## src/rtl/arm_mem_pkg.sv

```systemverilog
// rtl/arm_mem_pkg.sv - shared types and defaults for the ARM memory arbiter
// Purpose: return-owner encoding, grant bit positions, default sizing and the
//          starvation counter width helper used by arm_mem_arb and arm_mem_prio.
// Ports:   none (package).
package arm_mem_pkg;

  typedef enum logic [1:0] {
    OWN_NONE = 2'd0,
    OWN_D    = 2'd1,
    OWN_I    = 2'd2,
    OWN_M    = 2'd3
  } owner_e;

  localparam int AW_DEF         = 14;
  localparam int STARVE_MAX_DEF = 4;

  // Bit positions inside the one-hot grant vector.
  localparam int GNT_D = 0;
  localparam int GNT_I = 1;
  localparam int GNT_M = 2;

  function automatic int cnt_width(input int max_val);
    return (max_val < 1) ? 1 : $clog2(max_val + 1);
  endfunction

endpackage

```

## src/rtl/arm_mem_prio.sv

```systemverilog
// rtl/arm_mem_prio.sv - combinational priority / starvation selector
// Purpose: picks one of data, fetch, DMA each cycle. Normal order is
//          data > DMA > fetch; a fetch that has waited STARVE_MAX cycles wins.
// Ports:   i_d_vld, i_i_vld, i_m_vld  - qualified requests
//          i_starve_cnt               - consecutive denied fetch cycles
//          o_gnt                      - one-hot grant {M, I, D}
module arm_mem_prio
  import arm_mem_pkg::*;
#(
  parameter int STARVE_MAX = STARVE_MAX_DEF,
  parameter int CW         = cnt_width(STARVE_MAX)
) (
  input  logic          i_d_vld,
  input  logic          i_i_vld,
  input  logic          i_m_vld,
  input  logic [CW-1:0] i_starve_cnt,
  output logic [2:0]    o_gnt
);

  localparam logic [CW-1:0] LP_STARVE_MAX = CW'(STARVE_MAX);

  always_comb begin
    o_gnt = '0;
    if (i_i_vld && (i_starve_cnt == LP_STARVE_MAX)) begin
      o_gnt[GNT_I] = 1'b1;
    end else if (i_d_vld) begin
      o_gnt[GNT_D] = 1'b1;
    end else if (i_m_vld) begin
      o_gnt[GNT_M] = 1'b1;
    end else if (i_i_vld) begin
      o_gnt[GNT_I] = 1'b1;
    end
  end

endmodule

```

## src/rtl/arm_mem_arb.sv

```systemverilog
// rtl/arm_mem_arb.sv - single-port SRAM arbiter for ARM data, fetch and DMA
// Purpose: shares one synchronous SRAM between the core data port, the core
//          fetch port and a DMA requester; stalls the core via o_cpu_en and
//          flags out-of-range core addresses with one-cycle aborts.
// Ports:   i_clk, i_rst (async, active low)
//          core data : i_d_cen, i_d_wen, i_d_flag, i_d_addr, i_d_wdata,
//                      o_d_rdata, o_d_abort
//          core fetch: i_i_en, i_i_addr, o_i_data, o_i_abort
//          core stall: o_cpu_en
//          DMA       : i_m_req, i_m_we, i_m_addr, i_m_wdata, o_m_gnt,
//                      o_m_rvalid, o_m_rdata
//          SRAM      : o_s_cs, o_s_we, o_s_be, o_s_addr, o_s_wdata, i_s_rdata
module arm_mem_arb
  import arm_mem_pkg::*;
#(
  parameter int AW         = AW_DEF,
  parameter int STARVE_MAX = STARVE_MAX_DEF
) (
  input  logic          i_clk,
  input  logic          i_rst,
  input  logic          i_d_cen,
  input  logic          i_d_wen,
  input  logic [3:0]    i_d_flag,
  input  logic [31:0]   i_d_addr,
  input  logic [31:0]   i_d_wdata,
  output logic [31:0]   o_d_rdata,
  output logic          o_d_abort,
  input  logic          i_i_en,
  input  logic [31:0]   i_i_addr,
  output logic [31:0]   o_i_data,
  output logic          o_i_abort,
  output logic          o_cpu_en,
  input  logic          i_m_req,
  input  logic          i_m_we,
  input  logic [AW-1:0] i_m_addr,
  input  logic [31:0]   i_m_wdata,
  output logic          o_m_gnt,
  output logic          o_m_rvalid,
  output logic [31:0]   o_m_rdata,
  output logic          o_s_cs,
  output logic          o_s_we,
  output logic [3:0]    o_s_be,
  output logic [AW-1:0] o_s_addr,
  output logic [31:0]   o_s_wdata,
  input  logic [31:0]   i_s_rdata
);

  localparam int            CW            = cnt_width(STARVE_MAX);
  localparam logic [CW-1:0] LP_STARVE_MAX = CW'(STARVE_MAX);

  function automatic logic addr_ok(input logic [31:0] a);
    return (a >> (AW + 2)) == 32'd0;
  endfunction

  logic          w_d_req, w_i_req, w_d_ok, w_i_ok;
  logic          w_d_vld, w_i_vld, w_m_vld;
  logic [2:0]    w_gnt;
  logic          w_gnt_d, w_gnt_i, w_gnt_m;
  logic          w_stall;
  owner_e        w_own_nxt;
  logic [CW-1:0] w_starve_nxt;

  owner_e        r_own;
  logic [CW-1:0] r_starve;
  logic [31:0]   r_d_hold, r_i_hold, r_m_hold;
  logic          r_d_abort, r_i_abort, r_cpu_en;

  assign w_d_req = !i_d_cen;
  assign w_i_req = i_i_en;
  assign w_d_ok  = addr_ok(i_d_addr);
  assign w_i_ok  = addr_ok(i_i_addr);

  // Qualifying with i_rst keeps the SRAM idle while reset is asserted.
  assign w_d_vld = i_rst && w_d_req && w_d_ok;
  assign w_i_vld = i_rst && w_i_req && w_i_ok;
  assign w_m_vld = i_rst && i_m_req;

  arm_mem_prio #(
    .STARVE_MAX (STARVE_MAX),
    .CW         (CW)
  ) u_prio (
    .i_d_vld      (w_d_vld),
    .i_i_vld      (w_i_vld),
    .i_m_vld      (w_m_vld),
    .i_starve_cnt (r_starve),
    .o_gnt        (w_gnt)
  );

  assign w_gnt_d = w_gnt[GNT_D];
  assign w_gnt_i = w_gnt[GNT_I];
  assign w_gnt_m = w_gnt[GNT_M];

  always_comb begin
    o_s_cs    = w_gnt_d || w_gnt_i || w_gnt_m;
    o_s_we    = 1'b0;
    o_s_be    = 4'h0;
    o_s_addr  = '0;
    o_s_wdata = '0;
    if (w_gnt_d) begin
      o_s_we    = !i_d_wen;
      o_s_be    = i_d_flag;
      o_s_addr  = i_d_addr[AW+1:2];
      o_s_wdata = i_d_wdata;
    end else if (w_gnt_i) begin
      o_s_be    = 4'hF;
      o_s_addr  = i_i_addr[AW+1:2];
    end else if (w_gnt_m) begin
      o_s_we    = i_m_we;
      o_s_be    = 4'hF;
      o_s_addr  = i_m_addr;
      o_s_wdata = i_m_wdata;
    end
  end

  assign o_m_gnt = w_gnt_m;

  always_comb begin
    w_own_nxt = OWN_NONE;
    if (w_gnt_d && i_d_wen) begin
      w_own_nxt = OWN_D;
    end else if (w_gnt_i) begin
      w_own_nxt = OWN_I;
    end else if (w_gnt_m && !i_m_we) begin
      w_own_nxt = OWN_M;
    end
  end

  // Fetch is always a read, so any fetch request (granted, denied or aborted)
  // costs a stall. A data request stalls unless it is a granted write.
  assign w_stall = (w_d_req && !(w_gnt_d && !i_d_wen)) || w_i_req;

  always_comb begin
    w_starve_nxt = '0;
    if (w_i_vld && !w_gnt_i) begin
      w_starve_nxt = (r_starve == LP_STARVE_MAX) ? r_starve : r_starve + 1'b1;
    end
  end

  always_ff @(posedge i_clk or negedge i_rst) begin
    if (!i_rst) begin
      r_own     <= OWN_NONE;
      r_starve  <= '0;
      r_d_hold  <= '0;
      r_i_hold  <= '0;
      r_m_hold  <= '0;
      r_d_abort <= 1'b0;
      r_i_abort <= 1'b0;
      r_cpu_en  <= 1'b0;
    end else begin
      r_own     <= w_own_nxt;
      r_starve  <= w_starve_nxt;
      r_d_abort <= w_d_req && !w_d_ok;
      r_i_abort <= w_i_req && !w_i_ok;
      r_cpu_en  <= !w_stall;
      if (r_own == OWN_D) r_d_hold <= i_s_rdata;
      if (r_own == OWN_I) r_i_hold <= i_s_rdata;
      if (r_own == OWN_M) r_m_hold <= i_s_rdata;
    end
  end

  // The return cycle passes SRAM data straight through; otherwise each
  // return port keeps the last word it was given.
  assign o_d_rdata  = (r_own == OWN_D) ? i_s_rdata : r_d_hold;
  assign o_i_data   = (r_own == OWN_I) ? i_s_rdata : r_i_hold;
  assign o_m_rdata  = (r_own == OWN_M) ? i_s_rdata : r_m_hold;
  assign o_m_rvalid = (r_own == OWN_M);
  assign o_d_abort  = r_d_abort;
  assign o_i_abort  = r_i_abort;
  assign o_cpu_en   = r_cpu_en;

endmodule
```

## config.mk

```make
export PLATFORM = sky130hd
export DESIGN_NAME = arm_mem_arb
export DESIGN_NICKNAME = d
export VERILOG_FILES = /design/src/rtl/arm_mem_pkg.sv /design/src/rtl/arm_mem_prio.sv /design/src/rtl/arm_mem_arb.sv
export SDC_FILE = /design/constraint.sdc
export NUM_CORES = 1
export LEC_CHECK = 0
export BUFFER_PORTS_ARGS = -buffer_cell sky130_fd_sc_hd__buf_2
export CORE_AREA = 2 2 130 132
export DETAILED_ROUTE_END_ITERATION = 8
export DIE_AREA = 0 0 132 134
export GPL_ROUTABILITY_DRIVEN = 0
export RECOVER_POWER = 50
export SYNTH_ARGS = -nofsm -noshare
export SYNTH_HDL_FRONTEND = slang
export SYNTH_SLANG_ARGS = --single-unit
```

## constraint.sdc

```tcl
create_clock -name i_clk -period 2.65 [get_ports i_clk]
set_input_delay 0.53 -clock i_clk [delete_from_list [all_inputs] [get_ports i_clk]]
set_output_delay 0.53 -clock i_clk [all_outputs]
set_load 0.01 [all_outputs]
```

==> results_dict.tcl, run 1 <==
set metrics [dict create \
    die_area_mm2 0.0177 \
    ir_worst_vdd_mv 0.381 \
    worstReg2RegStart "r_own[0]$_DFF_PN0_" \
    crit_chain "buf_6 -> nor4_4 -> buf_4 -> nand4_4 -> or3_4 -> a32o_1 -> mux2_4 -> buf_6" \
    p_int_mw 3.22 \
    synth-edff-count 0 \
    p_leak_nw 3.82 \
    final-seq-area_mm2 0.00260 \
    synth_fp_nets 520 \
    grt_max_degree 67 \
    clkSlewWorstSetupHoldPaths_ns 0.06 \
    use_met2 0.328 \
    antenna_found_initial 3 \
    ff2ff_setup_slack_ns 0.76 \
    layout-drive-gt1-share 0.672 \
    avgViaCountPerCell 4.82 \
    p_seq_frac 0.436 \
    die_w_um 132 \
    cts_tree "yes" \
    hp-class "in2async" \
    endpoint_kind "output pin" \
    row_count 47 \
    first_pass_iters 5 \
    dr.first_iter.drc_count 195 \
    dpl_cell_area_mm2 0.00672 \
    ys_types 34 \
    holdBufCountCts 0 \
    cts_buffers 9 \
    ys_warn_count 0 \
    synthToLayoutAreaGrowth_pct 61.2 \
    relSlewSlack -0.0820 \
    ys_async_sr_fraction 1.00 \
    slowest_delay_ns 0.46 \
    grt.met1_usage 0.258 \
    synth_top_area_frac 0.557 \
    grt_pass1_wl_um 27700 \
    clockBufferDepth 2 \
    hold_viol_final 0 \
    share_comb_of_total_power 0.280 \
    r2r-end "r_i_hold[24]$_DFF_PN0_" \
    synth-seq-cells 104 \
    arrival_ns 2.31 \
    ios 338 \
    power_density_mw_per_mm2 601 \
    core_mm2 0.0163 \
    worstSkewPairLatency_ns 0.34 \
    crit_type "in2out" \
    ys.flop_type "dfrtp_1" \
    ant_nets 0 \
    root_buffer "clkbuf_16" \
    place_worst_setup_slack_ns -0.583 \
    violations "max-capacitance violations, max-slew violations, negative setup slack" \
    post-route-util 0.462 \
    worst_ep_required_time_ns 2.12 \
    setup_ws_ns -0.192 \
    fin_skew_ns 0.00493 \
    via_count 4446 \
    ys_top_cells_by_count "dfrtp_1, mux2_2, a22o_1" \
    io_buffers 333 \
    finalCritPeriodShare 1.07 \
    multiInputGateArea_mm2 0.00213 \
    syn_inst 333 \
    setup_viol 141 \
    cp_slowest_cell "or3_4" \
    yosys.area.top_type "dfrtp_1" \
    busiest_layer "met2" \
    grt.met3_usage 0.102 \
    numClockSinks 104 \
    seq_area_frac_synth 0.557 \
    maxSlewViolCount 67 \
    grt_pass1_vias 4697 \
    wl_um 19500 \
    tns_ns -12.90 \
    drc 0 \
    cpMostUsedCell "buf_6" \
    start_kind "input port" \
    synth_area_leaders "dfrtp_1, mux2_2, a22o_1" \
    r2r_cells 3 \
    critPathMaxFanout 5 \
    cap_violations 1 \
    overflow 0 \
    syn_avg_cell_area_um2 14.0 \
    min_period_ns 2.84 \
    grt_usage 0.209 \
    routedWlPerCell_um 21.1 \
    final_area_mm2 0.00753 \
    netlist_area_mm2 0.00467 \
    start_util 0.287 \
    htreeDepth 3 \
    synthMostInstantiatedCell "dfrtp_1" \
    place_hpwl_um 14400 \
    worst_pin_slew_ns 1.62 \
    outcome "finished with violations" \
    num-nets-final 885 \
    fill_cells 1539 \
    total_power_mw 4.52 \
    fmaxAchievable_mhz 352 \
    switchingPower_mw 1.30 \
    switching_share 0.288 \
    die_h_um 134 \
    rsz0062_at_grt "yes" \
    p_clk_frac 0.284 \
]
==> flip-flops by register name, summed over array words and instances, names as in the netlist <==
name / count
r_starve: 3
r_m_hold: 32
r_i_hold: 32
o_i_abort: 1
r_own: 2
o_d_abort: 1
r_d_hold: 32
o_cpu_en: 1
==> worst max path at each step <==
stage	start	end	slack, ns	cells past startpoint
floorplan	i_d_addr[18]	o_s_addr[0]	0.11	6
global placement	i_d_addr[26]	o_s_addr[10]	-0.53	7
detailed placement	i_d_addr[18]	o_s_addr[2]	-0.58	7
CTS	i_i_addr[30]	o_s_addr[10]	-0.17	8
global route	r_starve[1]$_DFFE_PN0P_	o_s_addr[12]	-0.26	10
finish	i_i_addr[30]	o_s_addr[10]	-0.19	8
==> routing by layer <==
metal / part of all wire / wire length, um
met1: 0.39 / 7690
met2: 0.46 / 9040
met3: 0.13 / 2460
met4: 0.014 / 282
met5: 0.00067 / 13
==> kinds of logic after synthesis <==
logic type	share of synthesized area
flops	0.557
mux	0.243
fa+ha+maj	0.00536
compound gates	0.113
simple gates	0.0562
xor+xnor	0.00188
buf+inv	0.0233
==> critical path, delay by kind of cell <==
| family | cells | cell delay [ns] |
|---|---|---|
| AND/OR/NAND/NOR | 3 | 0.89 |
| buffers and inverters | 3 | 0.38 |
| multiplexers | 1 | 0.27 |
| AO/OA/AOI/OAI | 1 | 0.24 |
==> power by group through the flow <==
stage	Combinational [mW]	Clock (mW)	Sequential, mW
CTS	1.29	1.34	1.97
floorplan	0.632	0	1.97
global placement	1.24	0	1.98
finish	1.27	1.29	1.97
global route	1.36	1.41	2.00
detailed placement	1.26	0	2.00
==> per-stage QoR <==
stage / hold WS, ns / std cells
global route: 0.136 / 921
finish: 0.133 / 922
floorplan: 0.234 / 333
detailed placement: 0.481 / 882
CTS: 0.132 / 909
global placement: 0.475 / 882
==> cell type report <==
| type | count | share of cell area |
|---|---|---|
| clock inverter | 5 | 0.00781 |
| antenna | 1 | 0.000332 |
| sequential | 104 | 0.346 |
| multi-input combinational | 207 | 0.283 |
| timing repair buffer | 371 | 0.294 |
| clock buffer | 9 | 0.0299 |
| inverter | 5 | 0.00249 |
| tap | 220 | 0.0366 |
==> timing repair <==
item / CTS / global route
cloned: 5 / 5
pin swaps: 38 / 24
setup endpoints to repair: 52 / 51
resized for setup: 46 / 31
setup buffers: 8 / 7
==> cell usage in the layout (no fill, tap or decap), drive strengths merged <==
master	synthesis	final
a32o	5	5
a22o	33	33
nand2	4	4
buf	16	362
ha	2	2
a2111oi	1	1
nand4	1	1
and4	1	1
a21o	5	5
o21bai	1	1
nor2	6	10
and2	13	13
a21oi	1	1
clkinv	0	1
dfrtp	104	104
nor2b	1	1
a221o	9	9
diode	0	1
nor3	2	2
inv	5	6
xnor2	1	1
o21ba	1	1
a21bo	1	1
nand2b	3	3
or3	2	2
or2	1	1
clkinvlp	0	2
bufinv	0	1
mux2	101	101
clkbuf	5	18
nor4	8	8
Note: power is estimated with default switching activity, not from simulation.
==> run 2: changes to the inputs <==
--- a/config.mk
+++ b/config.mk
@@ -5,10 +5,10 @@
 export SDC_FILE = /design/constraint.sdc
 export NUM_CORES = 1
 export LEC_CHECK = 0
-export BUFFER_PORTS_ARGS = -buffer_cell sky130_fd_sc_hd__buf_2
 export CORE_AREA = 2 2 130 132
 export DETAILED_ROUTE_END_ITERATION = 8
 export DIE_AREA = 0 0 132 134
+export DONT_BUFFER_PORTS = 1
 export GPL_ROUTABILITY_DRIVEN = 0
 export RECOVER_POWER = 50
 export SYNTH_ARGS = -nofsm -noshare
==> run 2 against run 1 <==
- the flow finishes with violations (negative hold slack, negative setup slack)
- final area fell by 24%
- die area stayed put
- flip-flop and latch count did not move
- critical path depth fell by 1
- worst hold slack got worse by 0.26 ns
- non-clock buffer count fell by 335
==> results_dict.tcl, run 2 (synthesized netlist as in run 1, its figures left out) <==
set metrics [dict create \
    outcome "finished with violations" \
    violations "negative hold slack, negative setup slack" \
    multiInputGateArea_mm2 0.00218 \
    grt_usage 0.181 \
    arrival_ns 2.19 \
    place_hpwl_um 12400 \
    hp-class "in2async" \
    maxSlewViolCount 0 \
    die_area_mm2 0.0177 \
    fill_cells 1612 \
    routedWlPerCell_um 28.5 \
    ios 338 \
    grt_max_degree 108 \
    fin_cells 590 \
    total_power_mw 4.13 \
    diodes 0 \
    worst_ep_required_time_ns 2.12 \
    clkSlewWorstSetupHoldPaths_ns 0.08 \
    ir_worst_vdd_mv 0.298 \
    dp_cells 560 \
    via_count 3211 \
    worstReg2RegStart "r_own[0]$_DFF_PN0_" \
    final-seq-area_mm2 0.00260 \
    core_mm2 0.0163 \
    tns_ns -0.804 \
    start_kind "input port" \
    layout_common_cells "dfrtp_1, mux2_2, a22o_1" \
    start_util 0.287 \
    critPathMaxFanout 5 \
    setup_ws_ns -0.0676 \
    drc 0 \
    cts_buffers 9 \
    final_area_mm2 0.00572 \
    post-route-util 0.351 \
    rsz0062_at_grt "yes" \
    grt_pass1_wl_um 22900 \
    io_buffers 0 \
    fmaxAchievable_mhz 368 \
    row_count 47 \
    first_pass_iters 4 \
    layout-drive-gt1-share 0.459 \
    synthToLayoutAreaGrowth_pct 22.5 \
    dr.first_iter.drc_count 182 \
    crit_type "in2out" \
    clockBufferDepth 2 \
    endpoint_kind "output pin" \
    wl_um 16800 \
    num-nets-final 552 \
    setup.worst_path.start "i_i_addr[30]" \
    die_h_um 134 \
    cap_violations 0 \
    p_leak_nw 2.42 \
    grt_pass1_vias 3328 \
    fin_skew_ns 0.00637 \
    finalCritPeriodShare 1.03 \
    fin_hold_ws_ns -0.129 \
    hold_viol_final 104 \
    relSlewSlack 0.287 \
    root_buffer "clkbuf_16" \
    dpl_cell_area_mm2 0.00514 \
    numClockSinks 104 \
    setup_viol 26 \
    die_w_um 132 \
    worst_pin_slew_ns 1.07 \
    worstSkewPairLatency_ns 0.35 \
    ant_nets 0 \
    avgViaCountPerCell 5.44 \
    mostFrequentLayoutCell "dfrtp_1" \
    overflow 0 \
    cts_tree "yes" \
    htreeDepth 3 \
    min_period_ns 2.72 \
    reg_top3 "r_d_hold: 32 flops, r_i_hold: 32 flops, r_m_hold: 32 flops" \
    antenna_found_initial 2 \
    power_density_mw_per_mm2 723 \
]
-- run 2: area by class of cell --
type | instances | share of cell area
clock inverter | 7 | 0.0151
tap | 220 | 0.0481
inverter | 5 | 0.00328
clock buffer | 9 | 0.0394
timing repair buffer | 36 | 0.0584
multi-input combinational | 209 | 0.381
sequential | 104 | 0.455
-- run 2: routing by layer --
| metal | part of all wire | global-route usage | vias up | wire length [um] |
|---|---|---|---|---|
| li1 | - | - | 1313 | - |
| met1 | 0.32 | 0.189 | 1650 | 5440 |
| met2 | 0.47 | 0.274 | 223 | 7830 |
| met3 | 0.20 | 0.153 | 21 | 3290 |
| met4 | 0.013 | 0.0519 | 4 | 210 |
| met5 | 0.0014 | 0 | - | 23 |
-- run 2: final timing paths --
check	end	cells after the start	slack, ns
max in group asynchronous	r_starve[1]$_DFFE_PN0P_	0	2.63
max reg2reg	r_m_hold[0]$_DFF_PN0_	3	0.74
max	o_s_addr[11]	7	-0.07
min in group i_clk	o_d_abort$_DFF_PN0_	1	0.24
min reg2reg	r_d_hold[19]$_DFF_PN0_	1	0.54
min	r_i_hold[14]$_DFF_PN0_	0	-0.13
-- run 2: power breakdown --
group	switching, mW	total (mW)	leakage [nW]	internal, mW
Clock	0.622	1.38	0.150	0.754
Sequential	0.0801	1.97	1.22	1.89
Combinational	0.489	0.785	1.04	0.296
-- run 2: stage by stage --
step / hold slack, ns / worst slack [ns]
after floorplan: 0.234 / 0.107
after global placement: 0.237 / -0.332
after detailed placement: 0.237 / -0.388
after CTS: -0.157 / -0.120
after global routing: -0.160 / -0.126
final: -0.129 / -0.0676
-- run 2: timing repair --
| item | in CTS | in global routing |
|---|---|---|
| gates resized for setup | 27 | 19 |
| hold endpoints to repair | 104 | 104 |
| pin swaps | 12 | 16 |
| endpoints found under the setup margin | 53 | 47 |
| setup buffers | 7 | 0 |
| cloned | 6 | 1 |
-- run 2: critical path: stages --
cell and delay (ns):
nor4_4 0.27, buf_4 0.16, nand4_4 0.11, buf_6 0.16
or3_4 0.42, a32o_1 0.24, mux2_4 0.29
